`config.mk`:
```
export PLATFORM = sky130hd
export DESIGN_NAME = fetch_prefetch_unit
export DESIGN_NICKNAME = d
export VERILOG_FILES = /design/src/rtl/fetch_prefetch_unit_pkg.sv /design/src/rtl/fetch_prefetch_unit_queue.sv /design/src/rtl/fetch_prefetch_unit.sv
export SDC_FILE = /design/constraint.sdc
export NUM_CORES = 1
export LEC_CHECK = 0
export CORE_ASPECT_RATIO = 0.6
export CORE_UTILIZATION = 45
export CTS_CLUSTER_DIAMETER = 150
export DETAILED_ROUTE_END_ITERATION = 10
export PLACE_DENSITY = 0.77
export SYNTH_ARGS = -nofsm -noshare
export SYNTH_HDL_FRONTEND = slang
export SYNTH_HIERARCHICAL = 1
export SYNTH_SLANG_ARGS = --single-unit
```
`constraint.sdc`:
```
create_clock -name i_clk -period 4.5 [get_ports i_clk]
set_input_delay 0.675 -clock i_clk [delete_from_list [all_inputs] [get_ports i_clk]]
set_output_delay 0.675 -clock i_clk [all_outputs]
set_load 0.02 [all_outputs]
```
`src/rtl/fetch_prefetch_unit_pkg.sv`:
```
// Shared defaults for the fetch stage and its prefetch queue.
package fetch_prefetch_unit_pkg;

    localparam int          NB_BITS           = 32;
    localparam logic [31:0] NOP_OPERATION     = 32'h0000_0000;
    localparam int          FETCH_QUEUE_DEPTH = 4;
    localparam int          IMEM_ADDR_BITS    = 10;

endpackage

```
`src/rtl/fetch_prefetch_unit_queue.sv`:
```
// First-word-fall-through FIFO holding fetched {pc+4, instr} pairs.
module fetch_queue #(
    parameter int WIDTH = 64,
    parameter int DEPTH = 4
) (
    input  logic                     i_clk,
    input  logic                     i_rst,
    input  logic                     i_push,
    input  logic                     i_pop,
    input  logic                     i_clear,
    input  logic [WIDTH-1:0]         i_data,
    output logic [WIDTH-1:0]         o_data,
    output logic [$clog2(DEPTH):0]   o_count,
    output logic                     o_empty
);

    localparam int AW = $clog2(DEPTH);
    localparam logic [AW:0] FULL = (AW+1)'(DEPTH);

    logic [WIDTH-1:0] r_mem [DEPTH];
    logic [AW-1:0]    r_rd_ptr;
    logic [AW-1:0]    r_wr_ptr;
    logic [AW:0]      r_count;
    logic             w_push;
    logic             w_pop;

    assign w_pop  = i_pop && (r_count != '0) && !i_clear;
    assign w_push = i_push && !i_clear && ((r_count != FULL) || w_pop);

    always_ff @(posedge i_clk or posedge i_rst) begin
        if (i_rst) begin
            r_rd_ptr <= '0;
            r_wr_ptr <= '0;
            r_count  <= '0;
        end else if (i_clear) begin
            r_rd_ptr <= '0;
            r_wr_ptr <= '0;
            r_count  <= '0;
        end else begin
            if (w_push) r_wr_ptr <= r_wr_ptr + AW'(1);
            if (w_pop)  r_rd_ptr <= r_rd_ptr + AW'(1);
            unique case ({w_push, w_pop})
                2'b10:   r_count <= r_count + (AW+1)'(1);
                2'b01:   r_count <= r_count - (AW+1)'(1);
                default: r_count <= r_count;
            endcase
        end
    end

    // Storage needs no reset; occupancy alone defines validity.
    always_ff @(posedge i_clk) begin
        if (w_push) r_mem[r_wr_ptr] <= i_data;
    end

    assign o_data  = r_mem[r_rd_ptr];
    assign o_count = r_count;
    assign o_empty = (r_count == '0);

endmodule

```
`src/rtl/fetch_prefetch_unit.sv`:
```
// Instruction fetch stage: sequential prefetch, redirects, flush, step mode.
module fetch_prefetch_unit #(
    parameter int          NB_BITS     = fetch_prefetch_unit_pkg::NB_BITS,
    parameter int          NB_ADDR     = fetch_prefetch_unit_pkg::IMEM_ADDR_BITS,
    parameter int          QUEUE_DEPTH = fetch_prefetch_unit_pkg::FETCH_QUEUE_DEPTH,
    parameter logic [31:0] NOP         = fetch_prefetch_unit_pkg::NOP_OPERATION
) (
    input  logic                           i_clk,
    input  logic                           i_rst,
    output logic                           o_imem_en,
    output logic [NB_ADDR-1:0]             o_imem_addr,
    input  logic [NB_BITS-1:0]             i_imem_data,
    output logic [NB_BITS-1:0]             o_if_id_instr,
    output logic [NB_BITS-1:0]             o_if_id_pc,
    output logic                           o_if_id_valid,
    output logic [NB_BITS-1:0]             o_pc_debug,
    output logic [$clog2(QUEUE_DEPTH):0]   o_queue_count,
    input  logic [NB_BITS-1:0]             i_brq_addr,
    input  logic [NB_BITS-1:0]             i_jmp_addr,
    input  logic                           i_ctr_beq,
    input  logic                           i_ctr_jmp,
    input  logic                           i_ctr_flush,
    input  logic                           i_pc_we,
    input  logic                           i_if_id_we,
    input  logic                           i_debug,
    input  logic                           i_step
);

    localparam int CW = $clog2(QUEUE_DEPTH) + 1;

    logic [NB_BITS-1:0]   r_pc;
    logic [NB_BITS-1:0]   r_inflight_pc;
    logic                 r_inflight;
    logic                 r_step_prev;

    logic                 w_gate;
    logic                 w_redirect;
    logic                 w_kill;
    logic [NB_BITS-1:0]   w_target;
    logic [CW-1:0]        w_count;
    logic                 w_empty;
    logic [2*NB_BITS-1:0] w_head;
    logic [NB_BITS-1:0]   w_head_pc;
    logic [NB_BITS-1:0]   w_head_instr;
    logic [CW:0]          w_used;
    logic                 w_credit;
    logic                 w_issue;
    logic                 w_push;
    logic                 w_pop;
    logic [NB_BITS-1:0]   w_pc_next;

    assign w_gate     = !i_debug || (i_step && !r_step_prev);
    assign w_redirect = i_ctr_jmp || i_ctr_beq;
    assign w_kill     = w_redirect || i_ctr_flush;
    assign w_target   = i_ctr_jmp ? i_jmp_addr : i_brq_addr;

    // Count queued plus in-flight words so a return can never overflow.
    assign w_used   = {1'b0, w_count} + (CW+1)'(r_inflight);
    assign w_credit = w_used < (CW+1)'(QUEUE_DEPTH);
    assign w_issue  = !i_rst && w_gate && i_pc_we && !w_kill && w_credit;

    assign w_push = r_inflight && !w_kill;
    assign w_pop  = !w_empty && i_if_id_we && w_gate && !w_kill;

    assign w_head_pc    = w_head[2*NB_BITS-1 -: NB_BITS];
    assign w_head_instr = w_head[NB_BITS-1:0];

    // Flush resumes at the oldest word that was discarded.
    always_comb begin
        w_pc_next = r_pc;
        if (w_redirect) begin
            w_pc_next = w_target;
        end else if (i_ctr_flush) begin
            if (!w_empty)        w_pc_next = w_head_pc - NB_BITS'(4);
            else if (r_inflight) w_pc_next = r_inflight_pc;
        end else if (w_issue) begin
            w_pc_next = r_pc + NB_BITS'(4);
        end
    end

    always_ff @(posedge i_clk or posedge i_rst) begin
        if (i_rst) begin
            r_pc          <= '0;
            r_inflight    <= 1'b0;
            r_inflight_pc <= '0;
            r_step_prev   <= 1'b0;
        end else begin
            r_pc        <= w_pc_next;
            r_inflight  <= w_issue;
            r_step_prev <= i_step;
            if (w_issue) r_inflight_pc <= r_pc;
        end
    end

    fetch_queue #(
        .WIDTH (2*NB_BITS),
        .DEPTH (QUEUE_DEPTH)
    ) u_queue (
        .i_clk   (i_clk),
        .i_rst   (i_rst),
        .i_push  (w_push),
        .i_pop   (w_pop),
        .i_clear (w_kill),
        .i_data  ({r_inflight_pc + NB_BITS'(4), i_imem_data}),
        .o_data  (w_head),
        .o_count (w_count),
        .o_empty (w_empty)
    );

    assign o_imem_en     = w_issue;
    assign o_imem_addr   = r_pc[NB_ADDR+1:2];
    assign o_if_id_valid = !w_empty;
    assign o_if_id_instr = w_empty ? NOP[NB_BITS-1:0] : w_head_instr;
    assign o_if_id_pc    = w_empty ? '0 : w_head_pc;
    assign o_pc_debug    = r_pc;
    assign o_queue_count = w_count;

endmodule

```
# Word-level counts from Yosys, hierarchy flattened
# Memory sizes are Yosys's and may differ from the RTL's.
# Index checks and enable logic that the tools add are counted.
# Widths: inputs -> output; s select.
[totals] regBits=73 latch_bits=0 ram_bits=256 mem_bits_ro=0 in_bits=105 output_inout_bits=111 elab_cells=66 n_memories=1
[classes] n_addsub=8 mul=0 div=0 n_lt_le_gt_ge=1 n_eq_ne=4 shift=0 n_mux=16 bitwise=0 reduce_logical=29
[memory_table] memory="u_queue.r_mem" depth=4 word_bits=64 read_ports=1 rd_ports_with_merged_regs=0 write_ports=1 line_no="fetch_prefetch_unit_queue.sv:20" source="logic [WIDTH-1:0] r_mem [DEPTH];"
[ops] operator="$mux 32" count=8
[ops] operator="$add 32x3->32 const B" count=2
[ops] operator="$sub 32x3->32 const B" count=1
[ops] operator="$logic_and 1x1->1" count=13
[ops] operator="$reduce_bool 3->1" count=3
[ops] operator="$mux 2" count=4
[ops] operator="$pmux 3 s2" count=1
[ops] operator="$logic_not 1->1" count=5
[ops] operator="$add 2x1->2 const B" count=2
[ops] operator="$add 3x1->4" count=1
[ops] operator="$logic_or 1x1->1" count=4
[ops] operator="$lt 4x3->1 const B" count=1
[ops] operator="$ne 4x4->1 const B" count=1
[ops] operator="$reduce_bool 2->1" count=2
[ops] operator="$add 3x1->3 const B" count=1
[ops] operator="$logic_not 3->1" count=1
[ops] operator="$mux 3" count=1
[ops] operator="$ne 3x3->1 const B" count=1
[ops] operator="$sub 3x1->3 const B" count=1
[ops] operator="$eq 2x1->1 const B" count=1
[ops] operator="$eq 2x2->1 const B" count=1
[ops] operator="$mux 1" count=2
[ops] operator="$reduce_and 2->1" count=1

# Depth between registers and ports, before layout
# Gate-level depths: netlist (run 1).
[logic_depth] depth_word=12 depth_mapped=13 mapped_depth_nobuf=10

# Hierarchy
# Netlist (run 1), hierarchy kept.
[by_module_without_submodules] mod="fetch_queue" instances=1 cells_each=381 area_each_um2=9686.8 seq_area_each_um2=7862.5
[by_module_without_submodules] mod="fetch_prefetch_unit" instances=1 cells_each=773 area_each_um2=5945.7 seq_area_each_um2=1651.6

# Least setup slack after synthesis (run 1)
# Ideal clock, no wire load.
[synth_path] kind="input-to-reg" startpoint="input i_ctr_flush" endpoint="memory u_queue.r_mem[0][0], enable pin" setup_ps=429 arrival_time_ps=3779 t_required_ps=4071 setup_slack_ps=292 cell_stages=10 n_path_buf=3 path_cell_list="buf_2 > nor3_1 > inv_2 > clkbuf_1 > buf_1 > a21oi_1 > and3_1 > nor4b_2 > nor2_2 > and2_1"
[synth_between] elab_chain_len=9 elab_cells_between_ends=11 classes_between="mux (2); reduce/logical (9)"
[synth_lines] item="start: declaration" line_no="fetch_prefetch_unit.sv:22" source="input logic i_ctr_flush,"
[synth_lines] item="$logic_or 1x1->1" line_no="fetch_prefetch_unit.sv:54" source="assign w_kill = w_redirect || i_ctr_flush;"
[synth_lines] item="via w_kill" line_no="fetch_prefetch_unit.sv:38" source="logic w_kill;"
[synth_lines] item="$logic_not 1->1" line_no="fetch_prefetch_unit.sv:63" source="assign w_pop = !w_empty && i_if_id_we && w_gate && !w_kill;"
[synth_lines] item="$logic_and 1x1->1" line_no="fetch_prefetch_unit.sv:63"
[synth_lines] item="via w_pop" line_no="fetch_prefetch_unit.sv:49" source="logic w_pop;"
[synth_lines] item="$logic_and 1x1->1 (2 in series)" line_no="fetch_prefetch_unit_queue.sv:27" source="assign w_pop = i_pop && (r_count != '0) && !i_clear;"
[synth_lines] item="$logic_or 1x1->1" line_no="fetch_prefetch_unit_queue.sv:28" source="assign w_push = i_push && !i_clear && ((r_count != FULL) || w_pop);"
[synth_lines] item="$logic_and 1x1->1" line_no="fetch_prefetch_unit_queue.sv:28"
[synth_lines] item="$mux 1" line_no="fetch_prefetch_unit_queue.sv:52" source="if (w_push) r_mem[r_wr_ptr] <= i_data;"
[synth_lines] item="$mux 1 (not written as such)" line_no="fetch_prefetch_unit_queue.sv:52"
[synth_lines] item="end: declaration" line_no="fetch_prefetch_unit_queue.sv:20"
# The timed path passes the listed nets, and every way through them passes these cells.

# Worst setup path in the final report (run 1)
[layout_path] startpoint="register u_queue.r_rd_ptr[1]" endpoint="output o_if_id_instr[17]"
[layout_between] elab_chain_len=2
[layout_lines] item="start: declaration" line_no="fetch_prefetch_unit_queue.sv:21" source="logic [AW-1:0] r_rd_ptr;"
[layout_lines] item="start signal: assignment" line_no="fetch_prefetch_unit_queue.sv:41" source="if (w_pop) r_rd_ptr <= r_rd_ptr + AW'(1);"
[layout_lines] item="$mem_v2 4x64"
[layout_lines] item="via w_head[17]" line_no="fetch_prefetch_unit.sv:42" source="logic [2*NB_BITS-1:0] w_head;"
[layout_lines] item="$mux 32" line_no="fetch_prefetch_unit.sv:113" source="assign o_if_id_instr = w_empty ? NOP[NB_BITS-1:0] : w_head_instr;"
[layout_lines] item="end: declaration" line_no="fetch_prefetch_unit.sv:13" source="output logic [NB_BITS-1:0] o_if_id_instr,"
# The timed path passes the listed nets, and every way through them passes these cells.

==> results of run 1 <==
flip-flops by register name, indices dropped and copies added (netlist names):
signal,cells
o_pc_debug,32
r_inflight,1
r_inflight_pc,32
r_step_prev,1
u_queue/o_count,3
u_queue/r_mem,256
u_queue/r_rd_ptr,2
u_queue/r_wr_ptr,2
area by class of cell:
type                    instances  share of cell area (%)
multi-input cells             722                    29.3
clock inverters                16                   0.684
clock buffers                  39                    4.41
repair buffers                244                    12.7
flip-flops and latches        329                    49.6
inverters                      21                   0.411
well taps                     459                    2.99
critical path: stages, from the launching register on:
cell             delay, ps
dfrtp_2                910
buf_4                  310
buf_4                  370
mux4_2                 380
nor2b_1                150
clkdlybuf4s50_1        570
stage by stage:
stage / hold slack (ps) / util, % / setup slack [ps] / std cells / cell area, um^2
global route: 473 / 56.5 / 362 / 1830 / 19200
finish: 463 / 56.5 / 539 / 1830 / 19200
floorplan: 478 / - / 292 / 1154 / 15600
detailed placement: 515 / 53.7 / 588 / 1775 / 18200
CTS: 439 / 56.5 / 484 / 1830 / 19200
global placement: 497 / 53.7 / 639 / 1775 / 18200
kinds of logic after synthesis:
kind of cell,Yosys count,share of synthesized area (%)
AND/OR/NAND/NOR,401,13.9
flip-flops,329,60.9
adder cells (fa/ha/maj),8,0.688
multiplexers,80,10.3
XOR/XNOR,44,2.47
AO/OA/AOI/OAI,189,8.49
buffers and inverters,103,3.27
cells in the mapped netlist (11+ instances only):
master    number
o211ai_1      15
clkbuf_1      34
buf_4         15
xor2_1        13
nor2_1        45
a22oi_1       18
a21oi_1       26
nor4_1        16
a31oi_1       11
inv_1         18
dfrtp_1       73
xnor2_1       31
o21ai_0       43
nor2b_1       67
nand3_1       32
buf_2         19
nor3_1        30
nand4_1       27
edfxtp_1     256
nand2_1      112
mux4_2        64
worst max path at each step:
stage	from	end	slack, ps	depth (start not counted)
2_1_floorplan	i_ctr_flush	u_queue/r_mem[0][0]$_DFFE_PP_	290	10
3_3_place_gp	i_ctr_beq	u_queue/r_mem[0][33]$_DFFE_PP_	640	8
4_1_cts	u_queue/r_rd_ptr[1]$_DFFE_PP0P_	o_if_id_instr[25]	480	5
5_1_grt	u_queue/r_rd_ptr[1]$_DFFE_PP0P_	o_if_id_instr[4]	360	5
3_5_place_dp	i_ctr_beq	u_queue/r_mem[0][29]$_DFFE_PP_	590	8
6_report	u_queue/r_rd_ptr[1]$_DFFE_PP0P_	o_if_id_instr[17]	540	5
power by group through the flow:
stage          combinational (mW)  sequential, mW  clock (mW)
2_1_floorplan               0.356            3.65           0
3_3_place_gp                0.641            3.68           0
3_5_place_dp                0.660            3.69           0
4_1_cts                     0.664            3.62        2.60
5_1_grt                     0.722            3.65        2.70
6_report                    0.666            3.63        2.54
routing by layer:
layer	part of all wire [%]	vias to the layer above	track usage (%)
li1	-	4828	-
met1	45	5586	36.6
met2	43	505	34.1
met3	10	49	6.31
met4	1.2	0	3.33
met5	0	-	0
==> summary.md, run 1 <==
| Metric | Value |
|---|---|
| Outcome | `completed` |
| Total number of vias | `11000` |
| Crit path max fanout | `31` |
| Final Skew | `16.0 ps` |
| # DRC | `0` |
| Power per cell area | `356 nW/um^2` |
| Critical R2R Capture | `o_pc_debug[24]$_DFFE_PP0P_` |
| Post-CTS Setup Repair Bufs | `0` |
| Top FF cell, synth | `edfxtp_1` |
| Clock Pin Slew Worst Setup and Hold Paths | `70 ps` |
| DR pass1 iterations | `6` |
| GRT Resource Usage Total | `23.7%` |
| CTS Root Cell | `clkbuf_16` |
| R2R Setup Slk | `880 ps` |
| Worst slew pin tran | `1100 ps` |
| I/O pin count | `216` |
| Setup_tns | `0 ps` |
| Mapped cell area | `15600 um^2` |
| Diode count | `0` |
| Vias/cell | `5.99` |
| Number of maximum-capacitance violations | `0` |
| Placeable Area | `34000 um^2` |
| Row cnt | `52` |
| CTS resizes | `0` |
| CTS tree | `built` |
| Sink Count | `329` |
| Flop pwr share | `53.1%` |
| Iteration-0 DRC Markers | `1311` |
| Synth-to-layout area growth | `22.8%` |
| Post-route ant nets | `0` |
| GP Congestion | `0.968` |
| Post-Syn Nets | `1267` |
| Worst r2r src | `u_queue/r_rd_ptr[0]$_DFFE_PP0P_` |
| Footprint of the multi-input gates | `5620 um^2` |
| Yosys top cell by area | `edfxtp_1` |
| Die extent in y | `146 um` |
| CP Launch Type | `flip-flop` |
| Clk pwr share | `37.2%` |
| Peak VDD IR | `0.288 mV` |
| Filler instances | `2755` |
| Data required, critical path | `3830 ps` |
| Synth Instances | `1154` |
| Max Freq | `252 MHz` |
| Slew Viols, Final | `0` |
| Flops & latches, synth | `329` |
| Asr flop ratio synth | `22.2%` |
| P_leak | `6.42 nW` |
| Proportion of netlist area held by the largest area contributor | `49.2%` |
| Latest clock arrival within the worst-skew pair | `560 ps` |
| Int Pwr | `5.19 mW` |
| Initial Util | `46.0%` |
| Largest net degree at the start of global routing | `105` |
| Avg Synthesized Cell Area | `13.5 um^2` |
| P_sw | `1.65 mW` |
| Total Power | `6.84 mW` |
| Worst Setup End Kind | `output pin` |
| Fin. Hold Viols | `0` |
| RSZ-0062 raised after global routing | `no` |
| Post-CTS Hold Buffers | `0` |
| Worst reg2reg path depth | `6` |
| Congestion Overflow GR | `0` |
| EDFF count, synth | `256` |
| Largest cells by area after synthesis | `edfxtp_1 49%, dfrtp_1 12%, mux4_2 9.2%` |
| Final setup viols | `0` |
| I/O Buffers | `215` |
| Hold Crit Class | `input port to async pin` |
| Netlist cell types | `81` |
| H-tree levels | `1` |
| Fin crit share | `88.0%` |
| Switching Fraction | `24.2%` |
| Setup CP Type | `flip-flop to output pin` |
| Most frequent cells in the layout | `256 x edfxtp_1, 215 x clkdlybuf4s50_1, 112 x nand2_1` |
| Comb pwr share | `9.7%` |
| Routed len/inst | `23.0 um` |
| YS warnings | `6` |
| Total CTS buffers | `30` |
| Number of global-route vias before repair | `10800` |
| Most common cell after layout, fill and taps aside | `edfxtp_1` |
| Critical path data arrival time | `3290 ps` |
| Seq/Total Area, Yosys | `60.9%` |
| Share of cells above drive strength 1 | `13.0%` |
| Die Area | `35500 um^2` |
| Register Area | `9520 um^2` |
| Max clock buf depth | `3` |
| Rel. slew slack | `25.8%` |
| Drt total wl | `42200 um` |
| Tmin final | `3960 ps` |
| Hpwl dp | `29700 um` |
| Die Width | `243 um` |
| Final #Nets | `1461` |
| Initial antenna violation count | `0` |
| First-pass GRT wire length | `64700 um` |
(Power assumes the default switching activity.)
==> inputs of run 2 (changes only) <==
--- a/config.mk
+++ b/config.mk
@@ -10,6 +10,7 @@
 export CTS_CLUSTER_DIAMETER = 150
 export DETAILED_ROUTE_END_ITERATION = 10
 export PLACE_DENSITY = 0.77
+export REMOVE_ABC_BUFFERS = 1
 export SYNTH_ARGS = -nofsm -noshare
 export SYNTH_HDL_FRONTEND = slang
 export SYNTH_HIERARCHICAL = 1
==> run 2 against run 1 <==
  * Core utilization is 0.24 points higher
  * Sequential cell count stayed put
  * Routed wire length is 5.8% higher
  * Via count is 2.6% higher
  * Global-route usage is 1.7 points higher
  * Clock power is 11% higher
  * Combinational power is 1% higher
  * Cell area is 0.42% higher
  * Clock skew is 15 ps higher
  * Sequential power hardly changed
  * Power is 4.1% higher
  * Critical endpoint is now o_if_id_instr[7]
  * Largest cell class unchanged
==> summary.md, run 2 (synthesis gave the netlist of run 1 again) <==
| Metric | Value |
|---|---|
| Outcome | `completed (unchanged)` |
| Worst Setup End Kind | `output pin (unchanged)` |
| Synth-to-layout area growth | `23.3% (was 22.8%)` |
| Post-CTS Setup Repair Bufs | `0 (unchanged)` |
| Iteration-0 DRC Markers | `1432 (was 1311)` |
| Vias/cell | `6.12 (was 5.99)` |
| Post-DP Area | `18200 um^2 (about the same)` |
| Data required, critical path | `3830 ps (about the same)` |
| Worst setup path startpoint | `u_queue/r_rd_ptr[0]$_DFFE_PP0P_ (was u_queue/r_rd_ptr[1]$_DFFE_PP0P_)` |
| Fin. Hold Viols | `0 (unchanged)` |
| Share of cells above drive strength 1 | `13.6% (was 13.0%)` |
| Post-route ant nets | `0 (unchanged)` |
| Placeable Area | `34000 um^2 (unchanged)` |
| Number of maximum-capacitance violations | `0 (unchanged)` |
| Total number of vias | `11300 (was 11000)` |
| Total CTS buffers | `34 (was 30)` |
| Clk pwr share | `39.4% (was 37.2%)` |
| Final cell count without fillers | `1840 (was 1830)` |
| Most frequent cells in the layout | `256 x edfxtp_1, 214 x clkdlybuf4s50_1, 112 x nand2_1 (was 256 x edfxtp_1, 215 x clkdlybuf4s50_1, 112 x nand2_1)` |
| End-of-flow core utilization | `56.8% (was 56.5%)` |
| # DRC | `0 (unchanged)` |
| P_sw | `1.76 mW (was 1.65 mW)` |
| I/O Buffers | `215 (unchanged)` |
| Setup CP Type | `flip-flop to output pin (unchanged)` |
| GRT Resource Usage Total | `25.4% (was 23.7%)` |
| Initial Util | `46.0% (unchanged)` |
| Clock Pin Slew Worst Setup and Hold Paths | `60 ps (was 70 ps)` |
| Final #Nets | `1469 (was 1461)` |
| Finished Cell Area | `19300 um^2 (was 19200 um^2)` |
| Final Skew | `30.8 ps (was 16.0 ps)` |
| Hold Crit Class | `input port to async pin (unchanged)` |
| Fin crit share | `87.4% (was 88.0%)` |
| Hpwl dp | `30900 um (was 29700 um)` |
| DR pass1 iterations | `6 (unchanged)` |
| RSZ-0062 raised after global routing | `no (unchanged)` |
| Max clock buf depth | `3 (unchanged)` |
| First-pass GRT wire length | `67600 um (was 64700 um)` |
| Rel. slew slack | `23.1% (was 25.8%)` |
| CP Launch Type | `flip-flop (unchanged)` |
| Initial antenna violation count | `0 (unchanged)` |
| Post-CTS Hold Buffers | `0 (unchanged)` |
| Congestion Overflow GR | `0 (unchanged)` |
| Max FFs per register | `256 (unchanged)` |
| Number of global-route vias before repair | `10900 (was 10800)` |
| Final setup viols | `0 (unchanged)` |
| P_leak | `6.48 nW (was 6.42 nW)` |
| Row cnt | `52 (unchanged)` |
| Worst setup margin | `565 ps (was 539 ps)` |
| Setup_tns | `0 ps (unchanged)` |
| Slew Viols, Final | `0 (unchanged)` |
| Switching Fraction | `24.7% (was 24.2%)` |
| Die extent in y | `146 um (unchanged)` |
| Flop pwr share | `51.1% (was 53.1%)` |
| Top reg by flops | `u_queue/r_mem (unchanged)` |
| Worst slew pin tran | `1150 ps (was 1100 ps)` |
| CTS resizes | `0 (unchanged)` |
| I/O pin count | `216 (unchanged)` |
| Placed insts | `1779 (was 1775)` |
| CTS Root Cell | `clkbuf_16 (unchanged)` |
| Most common cell after layout, fill and taps aside | `edfxtp_1 (unchanged)` |
| Routed len/inst | `24.2 um (was 23.0 um)` |
| GP Congestion | `0.991 (was 0.968)` |
| Sink Count | `329 (unchanged)` |
| Int Pwr | `5.37 mW (was 5.19 mW)` |
| Largest net degree at the start of global routing | `64 (was 105)` |
| Drt total wl | `44600 um (was 42200 um)` |
| Crit path max fanout | `34 (was 31)` |
| Latest clock arrival within the worst-skew pair | `540 ps (was 560 ps)` |
| Diode count | `0 (unchanged)` |
| Critical path data arrival time | `3260 ps (was 3290 ps)` |
| Power per cell area | `370 nW/um^2 (was 356 nW/um^2)` |
| Total Power | `7.12 mW (was 6.84 mW)` |
| Tmin final | `3940 ps (was 3960 ps)` |
| H-tree levels | `2 (was 1)` |
| Peak VDD IR | `0.274 mV (was 0.288 mV)` |
| Comb pwr share | `9.5% (was 9.7%)` |
| Worst r2r src | `u_queue/r_rd_ptr[0]$_DFFE_PP0P_ (unchanged)` |
| Die Width | `243 um (unchanged)` |
| Die Area | `35500 um^2 (unchanged)` |
| CTS tree | `built (unchanged)` |
| Max Freq | `254 MHz (was 252 MHz)` |
| Worst hold slack | `498 ps (was 463 ps)` |
| DP Worst Slack | `832 ps (was 588 ps)` |
-- run 2: changes by cell type in the layout (fill, tap and decap cells not counted), sizes merged --
cell / before / now
clkinv: 13 / 15
clkdlybuf4s50: 215 / 214
bufinv: 2 / 3
clkbuf: 39 / 42
buf: 29 / 34
-- run 2: per-layer routing --
layer  vias to the layer above  part of all wire, %  GRT usage, %
met3                        92                   12          8.13
met2                       662                   43          35.9
met5                         -                    0             0
met1                      5641                   42          37.1
met4                         0                  2.8          7.83
li1                       4861                    -             -
-- run 2: cell type report --
| class | instances | area (um^2) |
|---|---|---|
| tap | 459 | 574 |
| clock buffer | 42 | 902 |
| sequential | 329 | 9520 |
| timing repair buffer | 248 | 2390 |
| multi-input combinational | 722 | 5620 |
| fill | 2733 | 14700 |
| clock inverter | 19 | 193 |
| inverter | 21 | 78.8 |
-- run 2: final timing paths --
| check | end | slack [ps] | cells past startpoint |
|---|---|---|---|
| max in group asynchronous | r_inflight_pc[16]$_DFFE_PP0P_ | 2860 | 3 |
| hold reg to reg | r_inflight_pc[1]$_DFFE_PP0P_ | 510 | 2 |
| setup / recovery | o_if_id_instr[7] | 560 | 4 |
| min in group i_clk | r_inflight_pc[1]$_DFFE_PP0P_ | 510 | 2 |
| setup reg to reg | o_pc_debug[24]$_DFFE_PP0P_ | 770 | 6 |
| hold / removal | u_queue/r_rd_ptr[0]$_DFFE_PP0P_ | 500 | 2 |
-- run 2: critical path: stages, from the launching register on --
cell             delay [ps]
dfrtp_4                 910
buf_4                   500
mux4_2                  570
nor2b_1                 150
clkdlybuf4s50_1         570
-- run 2: power by group through the flow --
stage	registers, mW	clock network, mW	logic (mW)
detailed placement	3.69	0	0.673
finish	3.64	2.81	0.675
floorplan	3.68	0	0.287
CTS	3.63	2.84	0.675
global route	3.66	2.96	0.737
global placement	3.69	0	0.653
